File: config.mk
export PLATFORM = sky130hd
export DESIGN_NAME = rpc_cmd_arbiter
export DESIGN_NICKNAME = d
export VERILOG_FILES = /design/src/rtl/rpc_ctrl_pkg.sv /design/src/rtl/rpc_rr_starve_sel.sv /design/src/rtl/rpc_cmd_arbiter.sv
export SDC_FILE = /design/constraint.sdc
export NUM_CORES = 1
export LEC_CHECK = 0
export CORE_MARGIN = 3
export CORE_UTILIZATION = 28
export CTS_CLUSTER_SIZE = 16
export DETAILED_ROUTE_END_ITERATION = 8
export PLACE_DENSITY = 0.7
export SETUP_SLACK_MARGIN = 0.2
export SYNTH_ARGS = -nofsm -noshare
export SYNTH_HDL_FRONTEND = slang
export SYNTH_SLANG_ARGS = --single-unit
File: constraint.sdc
create_clock -name clk_i -period 2.1 [get_ports clk_i]
set_input_delay 0.525 -clock clk_i [delete_from_list [all_inputs] [get_ports clk_i]]
set_output_delay 0.525 -clock clk_i [all_outputs]
set_load 0.03 [all_outputs]
File: src/rtl/rpc_ctrl_pkg.sv
// Shared types for the RPC controller front end: arbiter FSM states and the packed command
// record carried from each upstream channel to the controller command port.
package rpc_ctrl_pkg;

  localparam int RPC_ADDR_W = 20;
  localparam int RPC_LEN_W  = 6;

  typedef enum logic [1:0] {
    IDLE  = 2'd0,
    ISSUE = 2'd1,
    BUSY  = 2'd2
  } rpc_arb_state_e;

  typedef struct packed {
    logic                  write;
    logic [RPC_ADDR_W-1:0] addr;
    logic [RPC_LEN_W-1:0]  len;
  } rpc_cmd_t;

endpackage

File: src/rtl/rpc_rr_starve_sel.sv
// Winner selection for the command arbiter: round-robin from a rotating pointer, overridden
// by any valid port that has lost MaxWait rounds. Pointer and wait counters advance on commit.
module rpc_rr_starve_sel #(
  parameter int NumPorts = 2,
  parameter int MaxWait  = 7,
  parameter int IdxW     = 1
) (
  input  logic                clk_i,
  input  logic                rst_ni,
  input  logic [NumPorts-1:0] valid_i,
  input  logic                commit_i,
  output logic [IdxW-1:0]     pick_o,
  output logic                any_o
);

  localparam int WaitW = $clog2(MaxWait + 1);

  logic [IdxW-1:0]     rr_reg;
  logic [NumPorts-1:0] starve;
  logic [NumPorts-1:0] upper;

  for (genvar gi = 0; gi < NumPorts; gi++) begin : g_port
    logic [WaitW-1:0] wait_reg;

    assign starve[gi] = valid_i[gi] && (wait_reg == WaitW'(MaxWait));
    // Valid ports at or above the pointer; the wrap case falls back to plain lowest-valid.
    assign upper[gi]  = valid_i[gi] && (gi >= int'(rr_reg));

    always_ff @(posedge clk_i or negedge rst_ni) begin
      if (!rst_ni) begin
        wait_reg <= '0;
      end else if (commit_i) begin
        if (pick_o == IdxW'(gi)) begin
          wait_reg <= '0;
        end else if (valid_i[gi] && (wait_reg != WaitW'(MaxWait))) begin
          wait_reg <= wait_reg + 1'b1;
        end
      end
    end
  end

  always_comb begin
    pick_o = '0;
    if (|starve) begin
      for (int i = NumPorts - 1; i >= 0; i--) begin
        if (starve[i]) pick_o = IdxW'(i);
      end
    end else if (|upper) begin
      for (int i = NumPorts - 1; i >= 0; i--) begin
        if (upper[i]) pick_o = IdxW'(i);
      end
    end else begin
      for (int i = NumPorts - 1; i >= 0; i--) begin
        if (valid_i[i]) pick_o = IdxW'(i);
      end
    end
  end

  assign any_o = |valid_i;

  always_ff @(posedge clk_i or negedge rst_ni) begin
    if (!rst_ni) begin
      rr_reg <= '0;
    end else if (commit_i) begin
      rr_reg <= (int'(pick_o) == NumPorts - 1) ? '0 : pick_o + IdxW'(1);
    end
  end

endmodule

File: src/rtl/rpc_cmd_arbiter.sv
// Arbitrates NumPorts upstream RPC command channels onto the single controller command port,
// holding the grant through the data phase so sel_o can steer the shared data path.
module rpc_cmd_arbiter
  import rpc_ctrl_pkg::*;
#(
  parameter int NumPorts      = 2,
  parameter int DramAddrWidth = 20,
  parameter int DramLenWidth  = 6,
  parameter int MaxWait       = 7,
  localparam int IdxW         = (NumPorts > 1) ? $clog2(NumPorts) : 1
) (
  input  logic                                   clk_i,
  input  logic                                   rst_ni,
  input  logic [NumPorts-1:0]                    req_valid_i,
  output logic [NumPorts-1:0]                    req_ready_o,
  input  logic [NumPorts-1:0]                    req_write_i,
  input  logic [NumPorts-1:0][DramAddrWidth-1:0] req_addr_i,
  input  logic [NumPorts-1:0][DramLenWidth-1:0]  req_len_i,
  output logic                                   cmd_valid_o,
  input  logic                                   cmd_ready_i,
  output logic                                   cmd_write_o,
  output logic [DramAddrWidth-1:0]               cmd_addr_o,
  output logic [DramLenWidth-1:0]                cmd_len_o,
  input  logic                                   done_i,
  output logic [IdxW-1:0]                        sel_o,
  output logic                                   sel_valid_o
);

  rpc_arb_state_e  state_reg, state_next;
  logic [IdxW-1:0] grant_reg, grant_next;
  logic [IdxW-1:0] pick;
  logic            any_valid;
  logic            commit;
  rpc_cmd_t        req_cmd [NumPorts];
  rpc_cmd_t        granted;

  // Command records use the package field widths; ports wider than those are truncated.
  for (genvar gi = 0; gi < NumPorts; gi++) begin : g_pack
    assign req_cmd[gi] = '{write: req_write_i[gi],
                           addr:  RPC_ADDR_W'(req_addr_i[gi]),
                           len:   RPC_LEN_W'(req_len_i[gi])};
  end

  assign commit  = (state_reg == IDLE) && any_valid;
  assign granted = req_cmd[grant_reg];

  rpc_rr_starve_sel #(
    .NumPorts (NumPorts),
    .MaxWait  (MaxWait),
    .IdxW     (IdxW)
  ) u_sel (
    .clk_i    (clk_i),
    .rst_ni   (rst_ni),
    .valid_i  (req_valid_i),
    .commit_i (commit),
    .pick_o   (pick),
    .any_o    (any_valid)
  );

  always_ff @(posedge clk_i or negedge rst_ni) begin
    if (!rst_ni) begin
      state_reg <= IDLE;
      grant_reg <= '0;
    end else begin
      state_reg <= state_next;
      grant_reg <= grant_next;
    end
  end

  always_comb begin
    state_next = state_reg;
    grant_next = grant_reg;
    case (state_reg)
      IDLE: begin
        if (any_valid) begin
          state_next = ISSUE;
          grant_next = pick;
        end
      end
      ISSUE:   if (cmd_ready_i) state_next = BUSY;
      BUSY:    if (done_i) state_next = IDLE;
      default: state_next = IDLE;
    endcase
  end

  always_comb begin
    cmd_valid_o = 1'b0;
    cmd_write_o = 1'b0;
    cmd_addr_o  = '0;
    cmd_len_o   = '0;
    req_ready_o = '0;
    sel_valid_o = (state_reg == ISSUE) || (state_reg == BUSY);
    if (state_reg == ISSUE) begin
      cmd_valid_o            = 1'b1;
      cmd_write_o            = granted.write;
      cmd_addr_o             = DramAddrWidth'(granted.addr);
      cmd_len_o              = DramLenWidth'(granted.len);
      req_ready_o[grant_reg] = cmd_ready_i;
    end
  end

  assign sel_o = grant_reg;

  a_cmd_stable: assert property (@(posedge clk_i) disable iff (!rst_ni)
    (cmd_valid_o && !cmd_ready_i) |=> $stable({cmd_write_o, cmd_addr_o, cmd_len_o}));
  a_ready_onehot: assert property (@(posedge clk_i) disable iff (!rst_ni)
    $onehot0(req_ready_o));
  a_no_valid_drop: assert property (@(posedge clk_i) disable iff (!rst_ni)
    (state_reg == ISSUE) |-> req_valid_i[grant_reg]);

endmodule

==> flow_summary.yaml <==
run_status:
  outcome: "complete, no violations"
synthesis:
  syn_inst: 114
  yosys_register_bits: 10
  ys_seq_area_share_pct: 23.2
  yosys_warnings: 0
  synth_area_leaders: "mux2i_1 (25%), dfrtp_1 (23%), nor2b_1 (17%)"
  synth_largest_area_cell: "mux2i_1"
  netlist_area_sq_um: 1080
  synth_top_area_share_pct: 25.1
  synth_cell_types: 25
  synth.avg_cell_area_sq_um: 9.46
  syn-num-nets: 182
grt:
  met1_usage_pct: 18.5
  gr-max-usage-layer: "met2"
  grt_start_max_net_pins: 22
  grt_pass1_vias: 1220
  track_usage_pct: 17.5
  grt_first_pass_wirelength_um: 6130
  overflow: 0
  met3_usage_pct: 6.08
  antenna_found_initial: 0
  grtUsageMet2_pct: 32.4
layout:
  mostFrequentLayoutCells: "clkdlybuf4s50_1 (56), buf_6 (30), nor2b_4 (15)"
  fin_util_pct: 68.5
  drive_gt1_share_pct: 45.0
  layout_commonest_cell: "clkdlybuf4s50_1"
  largest_reg_flops: 6
  fin_nets: 278
  syn2layout_area_growth_pct: 124
  diodes: 0
timing:
  tns_ns: 0
  finalSetupViolCount: 0
  slew_viol_final: 0
  max_freq_mhz: 516
  slew_headroom_pct: 69.7
  finClkSkew_ns: 0.00766
  hold_viol: 0
  min_period_ns: 1.94
  hold_slack_ns: 0.513
  period_share_pct: 92.2
  rsz0062_at_grt: "true"
  worstMarginPinSlew_ns: 0.454
clock_network:
  clk_pin_slew_ns: 0.05
  numCtsBuffers: 3
  clk_latency_ns: 0.24
  cts_tree: "yes"
  cts-root-buf: "clkbuf_8"
  cts.htree.levels: 1
  clock_path_buffers: 2
  cts.sinks: 10
placement:
  place_hpwl_um: 3100
  numPortBuffers: 91
  routabilityCongestion: 0.755
drt:
  dr.pass1.iters: 2
  postRouteAntennaNets: 0
  drc_errors: 0
  wirelength_um: 4170
  drtIter0Drc: 26
  avgViaCountPerCell: 4.76
  post_drt_wl_per_cell_um: 16.3
  vias: 1213
floorplan:
  ios: 92
  chipHeight_um: 68.1
  core.rowCount: 21
  start_util_pct: 30.6
  die_w_um: 68.1
  coreArea_sq_um: 3520
  die_area_sq_um: 4630
pwr:
  power.static_leakage_nw: 1.08
  p_per_area_nw_per_um2: 1270
  ir_worst_vdd_mv: 0.711
  power.total_mw: 3.05
setup_path:
  end_kind: "output pin"
  cp.arrival_ns: 1.41
  cp-start-kind: "flip-flop"
  cp_max_fo: 15
  cp.required_ns: 1.57
  crit_type: "flip-flop to output pin"
job:
  cap_violations: 0
hold_path:
  worstHoldPathType: "flip-flop to flip-flop"
[path summary, 6_finish.rpt]
check | start | cells past startpoint | slack, ns | end
max in group asynchronous | rst_ni | 1 | 1.18 | u_sel.rr_reg
min in group asynchronous | rst_ni | 1 | 0.60 | u_sel.g_port[1].wait_reg[2]
min reg2reg | u_sel.g_port[1].wait_reg[1] | 1 | 0.51 | u_sel.g_port[1].wait_reg[1]
max | state_reg[0] | 5 | 0.16 | req_ready_o[1]
min | u_sel.g_port[1].wait_reg[1] | 1 | 0.51 | u_sel.g_port[1].wait_reg[1]
max reg2reg | state_reg[0] | 6 | 0.39 | state_reg[1]
[per-layer routing]
metal	share of wire (%)	routed length [um]
met1	37	1520
met5	0	0
met3	13	557
met4	1.5	62
met2	49	2020
[final cells by class]
class	instances	area, sq um
multi-input cells	93	982
well taps	46	57.6
inverters	3	11.3
repair buffers	99	1050
fillers	253	1110
flip-flops and latches	10	250
clock buffers	4	55.1
[synthesized netlist by cell type]
cell and n:
a21oi_1 2, nand2_1 2, mux2_1 1, ha_1 8
o21ai_0 1, nand3_1 2, clkbuf_1 4, a22o_1 3
nor2_1 2, inv_1 3, mux2i_1 27, a211oi_2 1
a31oi_2 1, nor2_2 1, nor2b_1 30, dfrtp_1 10
nor3_1 1, nand2_2 1, o32a_1 1, mux2_2 3
and3_1 3, o41ai_2 1, o21bai_1 1, buf_4 4
a21o_1 1
[critical path, cell delays in order, from the launching register on]
cell     delay [ns]
dfrtp_1        0.39
buf_6          0.13
ha_4           0.19
buf_12         0.15
and3_1         0.18
buf_6          0.14
[stage by stage]
step / cell area, sq um / setup slack [ns] / cells
after global routing: 2410 / 0.107 / 255
after global placement: 2110 / 0.192 / 248
final: 2410 / 0.164 / 255
after CTS: 2330 / 0.156 / 254
after floorplan: 1210 / 0.197 / 114
after detailed placement: 2110 / 0.147 / 248
[kinds of logic after synthesis]
group / after synthesis / synth area share, %
simple gates: 42 / 23.1
mux: 31 / 29.2
compound gates: 12 / 9.98
buf+inv: 11 / 5.22
flops: 10 / 23.2
fa+ha+maj: 8 / 9.28
[what timing repair did]
action                     in CTS  in global routing
hold buffers                    0                  0
setup endpoints to repair      31                 31
gates resized for setup        41                 18
gates cloned                    1                  0
pin swaps                       0                  1
setup buffers                   1                  1
[power breakdown]
part / switching (mW) / total, mW / internal [mW]
clock: 0.0829 / 0.248 / 0.165
sequential: 0.0519 / 0.315 / 0.263
combinational: 1.22 / 2.49 / 1.28
(Power assumes the default switching activity.)
